**src/rtl/aes_block_serializer.sv**
```systemverilog
// Buffers completed AES ciphertext blocks in a small FIFO and streams each one out MSB-first in OUT_W-bit beats.
// Optional synchronous flush input is enabled with the AES_SER_FLUSH_EN macro.
module aes_block_serializer #(
    parameter int OUT_W = 8,
    parameter int DEPTH = 2
) (
    input  logic                       clk,
    input  logic                       rst,
`ifdef AES_SER_FLUSH_EN
    input  logic                       pi_flush,
`endif
    input  logic                       pi_enc_done,
    input  logic [127:0]               pi_block,
    input  logic                       pi_next_val_req,
    output logic                       po_next_val_ready,
    output logic [OUT_W-1:0]           po_data,
    output logic                       po_last,
    output logic                       po_full,
    output logic [$clog2(DEPTH+1)-1:0] po_level,
    output logic                       po_overflow
);

    localparam int BEATS = 128 / OUT_W;
    localparam int PTR_W = (DEPTH > 1) ? $clog2(DEPTH) : 1;
    localparam int CNT_W = (BEATS > 1) ? $clog2(BEATS) : 1;
    localparam int LVL_W = $clog2(DEPTH + 1);

    if (!(OUT_W == 8 || OUT_W == 16 || OUT_W == 32 || OUT_W == 64 || OUT_W == 128)) begin : g_bad_out_w
        $error("aes_block_serializer: OUT_W must be 8, 16, 32, 64 or 128");
    end
    if (DEPTH < 1 || DEPTH > 16 || (DEPTH & (DEPTH - 1)) != 0) begin : g_bad_depth
        $error("aes_block_serializer: DEPTH must be a power of 2 between 1 and 16");
    end

    typedef enum logic {EMPTY, ACTIVE} state_t;

    state_t             state_q;
    logic [127:0]       mem_q [DEPTH];
    logic [PTR_W-1:0]   wr_ptr_q, rd_ptr_q;
    logic [LVL_W-1:0]   level_q, level_d;
    logic [CNT_W-1:0]   beat_cnt_q;
    logic [OUT_W-1:0]   data_q;
    logic               ready_q, last_q, overflow_q;

    logic               flush, last_beat, issue, pop, full, push, drop;
    logic [127:0]       head_shift;

`ifdef AES_SER_FLUSH_EN
    assign flush = pi_flush;
`else
    assign flush = 1'b0;
`endif

    // A beat is only issued from a non-empty FIFO; flush suppresses it and any same-cycle write.
    assign last_beat  = (beat_cnt_q == CNT_W'(BEATS - 1));
    assign issue      = (state_q == ACTIVE) && pi_next_val_req && !flush;
    assign pop        = issue && last_beat;
    assign full       = (level_q == LVL_W'(DEPTH));
    assign push       = pi_enc_done && !flush && (!full || pop);
    assign drop       = pi_enc_done && !flush && full && !pop;
    assign head_shift = mem_q[rd_ptr_q] << (OUT_W * int'(beat_cnt_q));

    always_comb begin
        level_d = level_q;
        case ({push, pop})
            2'b10:   level_d = level_q + LVL_W'(1);
            2'b01:   level_d = level_q - LVL_W'(1);
            default: level_d = level_q;
        endcase
    end

    function automatic logic [PTR_W-1:0] ptr_inc(input logic [PTR_W-1:0] p);
        return (p == PTR_W'(DEPTH - 1)) ? '0 : p + PTR_W'(1);
    endfunction

    always_ff @(posedge clk) begin
        if (push) begin
            mem_q[wr_ptr_q] <= pi_block;
        end
    end

    always_ff @(posedge clk or posedge rst) begin
        if (rst) begin
            state_q    <= EMPTY;
            wr_ptr_q   <= '0;
            rd_ptr_q   <= '0;
            level_q    <= '0;
            beat_cnt_q <= '0;
            data_q     <= '0;
            ready_q    <= 1'b0;
            last_q     <= 1'b0;
            overflow_q <= 1'b0;
        end else begin
            ready_q <= issue;
            last_q  <= pop;
            if (issue) begin
                data_q <= head_shift[127 -: OUT_W];
            end
            if (drop) begin
                overflow_q <= 1'b1;
            end
            if (flush) begin
                state_q    <= EMPTY;
                wr_ptr_q   <= '0;
                rd_ptr_q   <= '0;
                level_q    <= '0;
                beat_cnt_q <= '0;
            end else begin
                if (push) begin
                    wr_ptr_q <= ptr_inc(wr_ptr_q);
                end
                if (pop) begin
                    rd_ptr_q <= ptr_inc(rd_ptr_q);
                end
                if (issue) begin
                    beat_cnt_q <= last_beat ? '0 : beat_cnt_q + CNT_W'(1);
                end
                level_q <= level_d;
                state_q <= (level_d == '0) ? EMPTY : ACTIVE;
            end
        end
    end

    assign po_next_val_ready = ready_q;
    assign po_data           = data_q;
    assign po_last           = last_q;
    assign po_full           = full;
    assign po_level          = level_q;
    assign po_overflow       = overflow_q;

endmodule
```
**config.mk**
```make
export PLATFORM = sky130hd
export DESIGN_NAME = aes_block_serializer
export DESIGN_NICKNAME = d
export VERILOG_FILES = /design/src/rtl/aes_block_serializer.sv
export SDC_FILE = /design/constraint.sdc
export NUM_CORES = 1
export LEC_CHECK = 0
export CAP_MARGIN = 20
export CORE_ASPECT_RATIO = 0.6
export CORE_MARGIN = 2
export CORE_UTILIZATION = 49
export DETAILED_ROUTE_END_ITERATION = 10
export PLACE_DENSITY_LB_ADDON = 0.05
export SLEW_MARGIN = 10
export SYNTH_ARGS = -nofsm -noshare
export SYNTH_HDL_FRONTEND = slang
export SYNTH_SLANG_ARGS = --single-unit
```
**constraint.sdc**
```tcl
create_clock -name clk -period 6.39 [get_ports clk]
set_input_delay 0.9585 -clock clk [delete_from_list [all_inputs] [get_ports clk]]
set_output_delay 0.9585 -clock clk [all_outputs]
set_load 0.005 [all_outputs]
```
Yosys cells after proc, flatten, opt, wreduce, memory -nomap -nowiden --
Memories as Yosys holds them, arrays and structs flattened. Cells that the tools add are included. Widths: inputs -> output; s select.
Storage, ports and cells: flip-flop bits (word level) 20, memory bits (writable) 256, bits of input ports 132, output and inout bits 14, word-level logic and storage cells 36, memories kept 1
Cells by class: $add $sub $neg 5, eq/ne operators 4, shift operators 1, multiplexer cells 7, reductions and logical operators 9
Memories:
- mem_q | words 2, width 128, rd ports 1, clocked after memory_dff 0, wr ports 1, line 38 | logic [127:0] mem_q [DEPTH];
Operator list (count):
- $shl 128x7->128 | 1
- $logic_and 1x1->1 | 5
- $mux 1 | 5
- $add 4x1->4 const B | 1
- $eq 2x2->1 const B | 2
- $eq 4x4->1 const B | 1
- $mux 4 | 1
- $pmux 2 s2 | 1
- $add 1x1->1 const B | 2
- $add 2x1->2 const B | 1
- $eq 2x1->1 const B | 1
- $logic_not 1->1 | 2
- $logic_not 2->1 | 1
- $sub 2x1->2 const B | 1
- $logic_or 1x1->1 | 1

Depth between registers and ports, before layout --
Gate-level depths: netlist of the first run.
depth after elaboration 8, depth in mapped cells 9, mapped depth without buffers 9

Worst setup path before layout of the first run --
Ideal clock, no wire load.
path kind input -> register, start point input port pi_next_val_req, end point memory mem_q[0][0] (enable), library setup time 617 ps, arrival time 7054 ps, required time 5773 ps, slack -1281 ps, cell stages on the path 4, buffers on the path 0, path through nand2_1 -> nor2_1 -> o21ai_0 -> nor2_1
Between the ends: word-level cells in the longest chain between the ends 6
Ends and longest elaborated chain:
- start, declared | line 14 | input logic pi_next_val_req,
- $logic_and 1x1->1 | line 56 | assign issue = (state_q == ACTIVE) && pi_next_val_req && !flush;
- $logic_and 1x1->1 | line 57 | assign pop = issue && last_beat;
- via pop | line 45 | logic flush, last_beat, issue, pop, full, push, drop;
- $logic_or 1x1->1 | line 59 | assign push = pi_enc_done && !flush && (!full || pop);
- $logic_and 1x1->1 | line 59
- $mux 1 | line 77 | if (push) begin
- $mux 1 (implied by the code) | line 78 | mem_q[wr_ptr_q] <= pi_block;
- end, declared | line 38
The timed path passes the listed nets, and every way through them passes these cells.

Worst setup path after layout of the first run --
start point input port pi_next_val_req, end point memory mem_q[0][26] (enable)
Same word-level chain as after synthesis.

==> impl_results.md, run 1 <==
- Final Hold Slack: 0.4982 ns
- Asr flop ratio synth: 0.07246
- Skew final: 0.01452 ns
- Critical Path Source Type: primary input
- Top Layer Used: met4
- Worst-margin pin slew: 1.077 ns
- Syn Inst Count: 573
- WHS Endpoint: po_overflow$_DFFE_PP0P_
- Pre-CTS WS: 1.826 ns
- # DRC: 0
- Unrepaired setup endpoints after global routing: false
- Final Power: 5.892 mW
- Layout net count: 858
- Worst-Skew Late Latency: 0.53 ns
- FF+latch area: 8192 sq um
- Flops & latches, synth: 276
- DIE AREA: 23360 sq um
- Share of the synthesized area in the top cell type: 0.7093
- WHS Path Cells: 2
- Pwr/cell area: 442.3 nW/um^2
- Syn Area/Cell: 18.91 sq um
- WL met1: 11.17 mm
- Most frequent cell after synthesis: edfxtp_1
- Antenna violations before repair: 0
- Post_cts resized: 0
- Max-slew violations: 0
- Met2 WL: 10.16 mm
- Critical path cell sequence: clkdlybuf4s50_1 > nand2_1 > nor2_1 > o21ai_0 > nor2_4 > buf_4
- Yosys top cell by area: edfxtp_1
- CTS Root Cell: clkbuf_16
- Clk sinks: 276
- Synth area leaders: edfxtp_1, mux2i_1, dfrtp_1
- Diode count: 0
- End of the worst register-to-register path: mem_q[0][26]$_DFFE_PP_
- Remaining antenna violation count: 0
- Worst endpoint required time: 6.57 ns
- Clock buffer count from CTS: 26
- Crit path max fanout: 29
- CTS tree: done
- Max-slew headroom: 0.2803
- Max Freq: 244.6 MHz
- Total global routing track utilization: 0.1997
- WS Path Type: primary input to flop
- Top delay family on crit path: simple AND/OR/NAND/NOR gates
- CTS clk-pin slew, worst paths: 0.06 ns
- Setup bufs post-CTS: 0
- FF-to-FF Start: beat_cnt_q[0]$_DFFE_PP0P_
- Met3 wire length: 1.223 mm
- CP max stage cell: nor2_4
- First-pass DRT Iterations: 5
- Vias per std cell: 5.554
- Lkg Pwr: 4.425 nW
- CP Data Arrival Time: 4.27 ns
- Grt ovf: 0
- IO Count: 146
- Final setup viols: 0
- Seq/Total Area, Yosys: 0.7555
- Routed vias: 5715
- EDFF count, synth: 256
- Share of post-route cells with drive strength above 1: 0.09690
- First-pass GRT wire length: 34.75 mm
- DR WL/cell: 22.27 um
- Synth Flop Type: edfxtp_1
- YS warnings: 0
- Reg2Reg Setup Slack: 2.79 ns
- Initial Utilization: 0.4958
- Worst Path Buf+Inv: 2
- # rows: 42
- Final worst slack: 2.302 ns
- Synth top cells by count: edfxtp_1, mux2i_1, a22oi_1, dfrtp_1, nand2_1
- Min-delay worst type: flop to flop
- Die outline height: 119.2 um
- DP HPWL: 15.05 mm
- Reg2reg path depth: 6
- Endpoints failing hold: 0
- Initial DRC count: 386
- Layout area overhead: 22.92%
- Core ar.: 21860 sq um
- Die Wd: 196 um
- IO Port Bufs: 145
- Post-CTS Hold Buffers: 0
- Mapped cell area: 10840 sq um
- Worst Setup End Kind: flop
- Filler instances: 1595
- Post-Syn Nets: 707
- Max cap viols: 0
- Peak VDD IR: 0.2691 mV
- Period utilisation layout: 0.6398
- Largest net degree at the start of global routing: 59
- H-tree levels: 1
- Routability cong.: 0.7644
- Period minus WS final: 4.088 ns
- HP Start: po_overflow$_DFFE_PP0P_
- Routed WL: 22.91 mm
- Netlist cell types: 35
- Vias in the first global route: 5923
- Area occupied by multi-input gates: 2391 sq um
- Crit-path max cell delay: 0.82 ns
- Status: complete, no violations
- Clock tree buffer depth: 3
sequential cells by signal, summed over array words and instances (netlist names), 2 cells and up:
signal / flops
mem_q: 256
po_data: 8
po_level: 2
beat_cnt_q: 4
power by group:
part / switching, mW / internal [mW]
clock network: 0.624 / 0.852
registers: 0.242 / 2.47
logic: 0.964 / 0.736
total: 1.83 / 4.06
placed cells by master (no fill, tap or decap), types with 2 or more instances in the layout:
cell type	count
mux4_2	5
mux2i_1	118
nand2b_1	5
inv_1	6
nand2_1	15
clkbuf_1	7
edfxtp_1	256
ha_1	2
o22ai_1	7
bufinv_16	2
a221oi_2	7
dfrtp_1	19
buf_12	2
clkinv_1	4
a22oi_1	30
clkinv_2	6
a22o_1	14
clkbuf_16	27
or2_2	2
nor2_1	3
o21ai_0	2
clkdlybuf4s50_1	145
buf_4	7
a21oi_1	14
o211ai_1	2
nor2_4	3
xnor2_1	4
nand3_1	3
o41ai_2	7
xor2_1	2
a221oi_1	7
through the flow:
| step | utilization | area, sq um | std cells | TNS, ns |
|---|---|---|---|---|
| 5_1_grt | 0.6094 | 13320 | 1029 | 0 |
| 4_1_cts | 0.6094 | 13320 | 1029 | 0 |
| 2_1_floorplan | - | 10840 | 573 | -327.94 |
| 3_5_place_dp | 0.5721 | 12510 | 982 | 0 |
| 3_3_place_gp | 0.5721 | 12510 | 982 | 0 |
| 6_report | 0.6094 | 13320 | 1029 | 0 |
layout make-up:
type / instances / share of cell area
Multi-Input combinational cell: 260 / 0.1795
Tap cell: 286 / 0.02686
Sequential cell: 276 / 0.6149
Clock inverter: 13 / 0.008453
Clock buffer: 34 / 0.05269
Timing Repair Buffer: 154 / 0.1159
Inverter: 6 / 0.001691
cells by family (layout without fill, tap and decap cells):
| kind of cell | count (synthesis) | after routing | synth area share |
|---|---|---|---|
| buf+inv | 37 | 207 | 0.02667 |
| compound gates | 94 | 94 | 0.07412 |
| flops | 276 | 276 | 0.7555 |
| mux | 124 | 124 | 0.1218 |
| simple gates | 34 | 34 | 0.01478 |
| xor+xnor | 6 | 6 | 0.004849 |
| fa+ha+maj | 2 | 2 | 0.002309 |
worst max-delay path by stage:
stage / start / end / slack [ns] / depth (start not counted)
6_report: pi_next_val_req / mem_q[0][26]$_DFFE_PP_ / 2.30 / 6
3_5_place_dp: pi_next_val_req / mem_q[0][21]$_DFFE_PP_ / 1.83 / 6
4_1_cts: pi_next_val_req / mem_q[0][26]$_DFFE_PP_ / 2.31 / 6
3_3_place_gp: pi_next_val_req / mem_q[0][20]$_DFFE_PP_ / 2.07 / 6
5_1_grt: pi_next_val_req / mem_q[0][26]$_DFFE_PP_ / 2.07 / 6
2_1_floorplan: pi_next_val_req / mem_q[0][0]$_DFFE_PP_ / -1.28 / 4
worst register-to-register path: stages, from the launching register on:
cell     delay, ns
dfrtp_1       0.67
ha_1          0.28
nand3_1       0.15
nor2_1        0.40
o21ai_0       0.44
nor2_4        0.82
buf_4         0.47
routing by layer:
metal  global-route usage  vias up
met5                    0        -
met4              0.04214        0
met3              0.03427       23
met2               0.2963      173
met1               0.3118     2893
li1                     -     2626
(Power assumes the default switching activity.)
==> inputs of run 2 (changes only) <==
CORE_UTILIZATION = 55   (was 49)
clock period = 4.29 ns   (was 6.39 ns; I/O delays follow)
==> run 2 against run 1 <==
Core utilization grew 8.2 points. Sequential cell count did not move. Routed wire length is 1.2% lower. Register-to-register slack worse by 1.7 ns. Final cell count decreased by 2.0%. Non-clock buffer count up 3. Combinational power up 52%. Largest cell class unchanged. Highest routed layer unchanged.
==> impl_results.md, run 2 (same netlist as run 1, synthesis figures left out) <==
- Post-Route Setup TNS: 0 ns (unchanged)
- Routed vias: 5793 (+1.4%)
- CP Data Arrival Time: 3.41 ns (-0.86 ns)
- Remaining antenna violation count: 0 (unchanged)
- DR WL/cell: 22.45 um (+0.81%)
- Critical Path Source Type: flop
- Grt ovf: 0 (unchanged)
- Die outline height: 112.7 um (-5.4%)
- Unrepaired setup endpoints after global routing: false
- Peak VDD IR: 0.3488 mV (+30%)
- Worst Setup End Kind: flop
- Layout net count: 860 (+0.23%)
- Top reg by flops: mem_q
- Most common cell after layout, fill and taps aside: edfxtp_1
- Clk sinks: 276 (unchanged)
- Highest-count cells in the layout ignoring fill and taps: edfxtp_1, clkdlybuf4s50_1, mux2i_1
- Min-delay worst type: flop to flop
- Initial DRC count: 567 (+47%)
- FF-to-FF Start: beat_cnt_q[0]$_DFFE_PP0P_
- Routed WL: 22.63 mm (-1.2%)
- # DRC: 0 (unchanged)
- Max Freq: 309.2 MHz
- Post-CTS Hold Buffers: 0 (unchanged)
- # rows: 39 (-7.1%)
- IO Count: 146 (unchanged)
- Worst endpoint required time: 4.46 ns (-2.11 ns)
- IO Port Bufs: 145 (unchanged)
- Setup bufs post-CTS: 0 (unchanged)
- First-pass DRT Iterations: 5 (unchanged)
- Clock buffer count from CTS: 25 (-3.8%)
- Period minus WS final: 3.234 ns
- Period utilisation layout: 0.7540
- Pre-CTS WS: 0.7584 ns (-1.068 ns)
- CTS tree: done
- Die Wd: 185.2 um (-5.5%)
- DIE AREA: 20880 sq um (-11%)
- Core ar.: 19180 sq um (-12%)
- Reg2Reg Setup Slack: 1.06 ns (-1.73 ns)
- Skew final: 0.01392 ns (-0.0006012 ns)
- Max-slew headroom: 0.3213 (+0.04104)
- First-pass GRT wire length: 34.16 mm (-1.7%)
- Post_cts resized: 0 (unchanged)
- Share of post-route cells with drive strength above 1: 0.09299 (-0.003913)
- Routability cong.: 0.7992 (+4.6%)
- Total global routing track utilization: 0.2209 (+0.02121)
- Vias in the first global route: 5836 (-1.5%)
- CTS Root Cell: clkbuf_16
- HP Start: po_overflow$_DFFE_PP0P_
- Max cap viols: 0 (unchanged)
- Max reg flops: 256 (unchanged)
- DP HPWL: 14.70 mm (-2.4%)
- Status: complete, no violations
- Final setup viols: 0 (unchanged)
- Max-slew violations: 0 (unchanged)
- Vias per std cell: 5.747 (+3.5%)
- WS Path Type: flop to flop
- Worst-Skew Late Latency: 0.51 ns (-0.02 ns)
- Antenna violations before repair: 0 (unchanged)
- Clock tree buffer depth: 3 (unchanged)
- Filler instances: 1282 (-20%)
- Diode count: 0 (unchanged)
- H-tree levels: 1 (unchanged)
- Worst-margin pin slew: 1.016 ns (-0.06143 ns)
- Largest net degree at the start of global routing: 104 (+76%)
- Initial Utilization: 0.5651 (+0.06938)
- Crit path launch: beat_cnt_q[0]$_DFFE_PP0P_
- Layout area overhead: 22.29%
- Crit path max fanout: 25 (-14%)
- CTS clk-pin slew, worst paths: 0.06 ns (about the same)
- Pwr/cell area: 654.5 nW/um^2 (+48%)
- Final worst slack: 1.056 ns (-1.246 ns)
- Lkg Pwr: 4.402 nW (-0.52%)
- Endpoints failing hold: 0 (unchanged)
## run 2: cell count changes in the layout (fill, tap and decap cells not counted), moves of 2 or more
cell       previous run  this run
clkbuf_1              7        10
buf_12                2         4
clkbuf_16            27        25
clkinv_2              6         4
## run 2: worst paths after layout
path | end | depth (start not counted)
min reg2reg | po_overflow$_DFFE_PP0P_ | 2
min in group asynchronous | po_data[0]$_DFFE_PP0P_ | 2
max in group asynchronous | rd_ptr_q$_DFFE_PP0P_ | 2
max reg2reg | mem_q[1][58]$_DFFE_PP_ | 6
max | mem_q[1][58]$_DFFE_PP_ | 6
min | po_overflow$_DFFE_PP0P_ | 2
## run 2: routing by layer
layer	wire, um	global-route usage	part of all wire
met1	10930	0.3621	0.48
met2	9636	0.3107	0.43
met3	1807	0.04538	0.080
met4	251	0.03862	0.011
met5	0	0	0
## run 2: final cells by class
cell class / instances / area, sq um / area share
inverters: 6 / 22.52 / 0.001699
repair buffers: 157 / 1592 / 0.1201
clock buffers: 35 / 663.1 / 0.05003
flip-flops and latches: 276 / 8192 / 0.6180
multi-input cells: 260 / 2391 / 0.1804
well taps: 266 / 332.8 / 0.02511
clock inverters: 8 / 61.31 / 0.004626
## run 2: worst max-delay path, stage by stage (launching register included)
cell and delay (ns):
dfrtp_1 0.68, ha_1 0.30, nand3_1 0.12, nor2_1 0.33, o21ai_0 0.38, nor2_4 0.64, buf_4 0.45
## run 2: power by group
part           leakage (nW)  total [mW]  internal (mW)  switching [mW]
Sequential             2.61        4.05           3.69           0.365
Clock                 0.354        2.04           1.13           0.910
Combinational          1.43        2.58           1.13            1.45
Total                  4.40        8.67           5.95            2.73
## run 2: per-stage QoR
stage	util	cell area, sq um	hold WS [ns]	total power [mW]	std cells
floorplan	-	10840	0.4596	5.898	573
global placement	0.6534	12530	0.4868	6.618	965
detailed placement	0.6534	12530	0.4843	6.693	965
CTS	0.6911	13250	0.4993	8.721	1008
global route	0.6911	13250	0.5184	9.074	1008
finish	0.6911	13250	0.4954	8.675	1008
==> inputs of run 3 (changes only) <==
CORE_UTILIZATION = 49   (was 55)
clock period = 2.7 ns   (was 4.29 ns; I/O delays follow)
==> run 3 against run 2 <==
Combinational power up 73%. Sequential cell count unchanged. Hold slack worse by 0.14 ns. Core utilization down 7.5 points. Sequential power up 55%. Sequential share of layout area down 1.0 points. Clock skew down 0.0064 ns. Die area up 12%. Register-to-register slack worse by 0.79 ns. Worst setup slack worse by 0.79 ns. Global-route usage down 1.9 points. Design area up 1.7%. Critical path type unchanged. Highest routed layer unchanged.
==> impl_results.md, run 3 (same netlist as run 1, synthesis figures left out) <==
- FF-to-FF Start: rd_ptr_q$_DFFE_PP0P_
- Period utilisation layout: 0.9003 (+0.1464)
- DR WL/cell: 22.41 um (-0.18%)
- Routed WL: 23.35 mm (+3.2%)
- Max reg flops: 256 (unchanged)
- Filler instances: 1575 (+23%)
- Clock buffer count from CTS: 26 (+4.0%)
- Largest net degree at the start of global routing: 80 (-23%)
- Core ar.: 21860 sq um (+14%)
- Pwr/cell area: 1047 nW/um^2 (+60%)
- Skew final: 0.007484 ns (-0.006437 ns)
- Post_cts resized: 0 (unchanged)
- Grt ovf: 0 (unchanged)
- # rows: 42 (+7.7%)
- Reg2reg path depth: 6 (unchanged)
- Most common cell after layout, fill and taps aside: edfxtp_1
- Max cap viols: 0 (unchanged)
- CTS tree: done
- Worst Setup End Kind: flop
- Antenna violations before repair: 0 (unchanged)
- CP Data Arrival Time: 2.84 ns (-0.57 ns)
- Max-slew headroom: 0.4344 (+0.1131)
- CP max stage cell: dfrtp_4
- Vias in the first global route: 5826 (-0.17%)
- Die outline height: 119.2 um (+5.7%)
- Clk sinks: 276 (unchanged)
- Reg2Reg Setup Slack: 0.27 ns (-0.79 ns)
- Vias per std cell: 5.561 (-3.2%)
- Post-Place Cells: 994 (+3.0%)
- Peak VDD IR: 0.5564 mV (+60%)
- Unrepaired setup endpoints after global routing: false
- Top delay family on crit path: compound AO/OA/AOI/OAI gates
- CTS Root Cell: clkbuf_16
- Met3 wire length: 1.411 mm (-22%)
- DP HPWL: 15.78 mm (+7.4%)
- Die Wd: 196 um (+5.8%)
- Met2 WL: 9.854 mm (+2.3%)
- H-tree levels: 1 (unchanged)
- First-pass GRT wire length: 35.15 mm (+2.9%)
- IO Port Bufs: 145 (unchanged)
- Critical Path Source Type: flop
- Crit-path max cell delay: 0.72 ns (+0.04 ns)
- Layout net count: 870 (+1.2%)
- Min-delay worst type: primary input to asynchronous set/reset pin
- Worst Path Buf+Inv: 1 (unchanged)
- Final setup viols: 0 (unchanged)
- Critical path cell sequence: buf_4 > mux2i_1 > a22o_1 > a221oi_1 > o22ai_1 > o41ai_2
- Lkg Pwr: 4.498 nW (+2.2%)
- Crit path max fanout: 24 (-4.0%)
- # DRC: 0 (unchanged)
- First-pass DRT Iterations: 5 (unchanged)
- Diode count: 0 (unchanged)
- CTS clk-pin slew, worst paths: 0.06 ns (about the same)
- Layout area overhead: 24.36%
- Post-CTS Hold Buffers: 0 (unchanged)
- Placed Area: 12690 sq um (+1.3%)
- Top Layer Used: met4
- Worst-margin pin slew: 0.8474 ns (-0.1685 ns)
- Design area: 13480 sq um (+1.7%)
- Post-route insts no fill: 1042 (+3.4%)
- IO Count: 146 (unchanged)
- Worst endpoint required time: 3.11 ns (-1.35 ns)
- Final Power: 14.11 mW (+63%)
- Period minus WS final: 2.431 ns (-0.8036 ns)
- Routability cong.: 0.7971 (-0.26%)
- DIE AREA: 23360 sq um (+12%)
- Remaining antenna violation count: 0 (unchanged)
- Endpoints failing hold: 0 (unchanged)
- Status: complete, no violations
- Worst-Skew Late Latency: 0.52 ns (about the same)
- End of the worst register-to-register path: po_data[2]$_DFFE_PP0P_
- Setup bufs post-CTS: 0 (unchanged)
- Highest-count cells in the layout ignoring fill and taps: edfxtp_1, clkdlybuf4s50_1, mux2i_1
- Initial Utilization: 0.4958 (-0.06938)
- Clock tree buffer depth: 3 (unchanged)
- Max Freq: 411.4 MHz (+33%)
- Top reg by flops: mem_q
- WS Path Type: flop to flop
- Initial DRC count: 439 (-23%)
- Total global routing track utilization: 0.2022 (-0.01865)
- WL met1: 11.61 mm (+6.3%)
- Max-slew violations: 0 (unchanged)
- Routed vias: 5795 (+0.035%)
- Share of post-route cells with drive strength above 1: 0.1164 (+0.02341)
==> run 3: worst max path at each step <==
stage	to	depth (start not counted)	from
floorplan	mem_q[0][0]$_DFFE_PP_	5	beat_cnt_q[0]$_DFFE_PP0P_
global placement	po_data[2]$_DFFE_PP0P_	6	rd_ptr_q$_DFFE_PP0P_
detailed placement	po_data[2]$_DFFE_PP0P_	6	rd_ptr_q$_DFFE_PP0P_
CTS	po_data[2]$_DFFE_PP0P_	6	rd_ptr_q$_DFFE_PP0P_
global route	po_data[2]$_DFFE_PP0P_	6	rd_ptr_q$_DFFE_PP0P_
finish	po_data[2]$_DFFE_PP0P_	6	rd_ptr_q$_DFFE_PP0P_
==> run 3: routing by layer <==
| layer | vias up | track usage |
|---|---|---|
| li1 | 2647 | - |
| met1 | 2921 | 0.3327 |
| met2 | 195 | 0.2800 |
| met3 | 32 | 0.03285 |
| met4 | 0 | 0.04735 |
| met5 | - | 0 |
==> run 3: metrics by stage <==
stage / setup slack, ns / hold slack [ns] / util / setup TNS [ns]
floorplan: -0.5910 / 0.3688 / - / -148.79
global placement: 0.3175 / 0.4688 / 0.5804 / 0
detailed placement: 0.2871 / 0.4724 / 0.5804 / 0
CTS: 0.2558 / 0.3627 / 0.6165 / 0
global route: 0.1356 / 0.3970 / 0.6165 / 0
finish: 0.2692 / 0.3561 / 0.6165 / 0
==> run 3: final cells by class <==
class	instances	area (sq um)	share of cell area
multi-input combinational	260	2420	0.1795
clock buffer	32	694.4	0.05152
inverter	6	22.52	0.001671
clock inverter	16	95.09	0.007055
timing repair buffer	166	1697	0.1259
sequential	276	8192	0.6078
tap	286	357.8	0.02655
==> run 3: worst reg2reg max path, cell delays in order (launching register included) <==
cell and delay (ns):
dfrtp_4 0.72, buf_4 0.29, mux2i_1 0.11, a22o_1 0.23, a221oi_1 0.36, o22ai_1 0.25, o41ai_2 0.37
==> run 3: power by group <==
part | switching [mW] | internal (mW)
clock | 1.47 | 1.91
sequential | 0.417 | 5.86
combinational | 2.54 | 1.92
total | 4.42 | 9.69
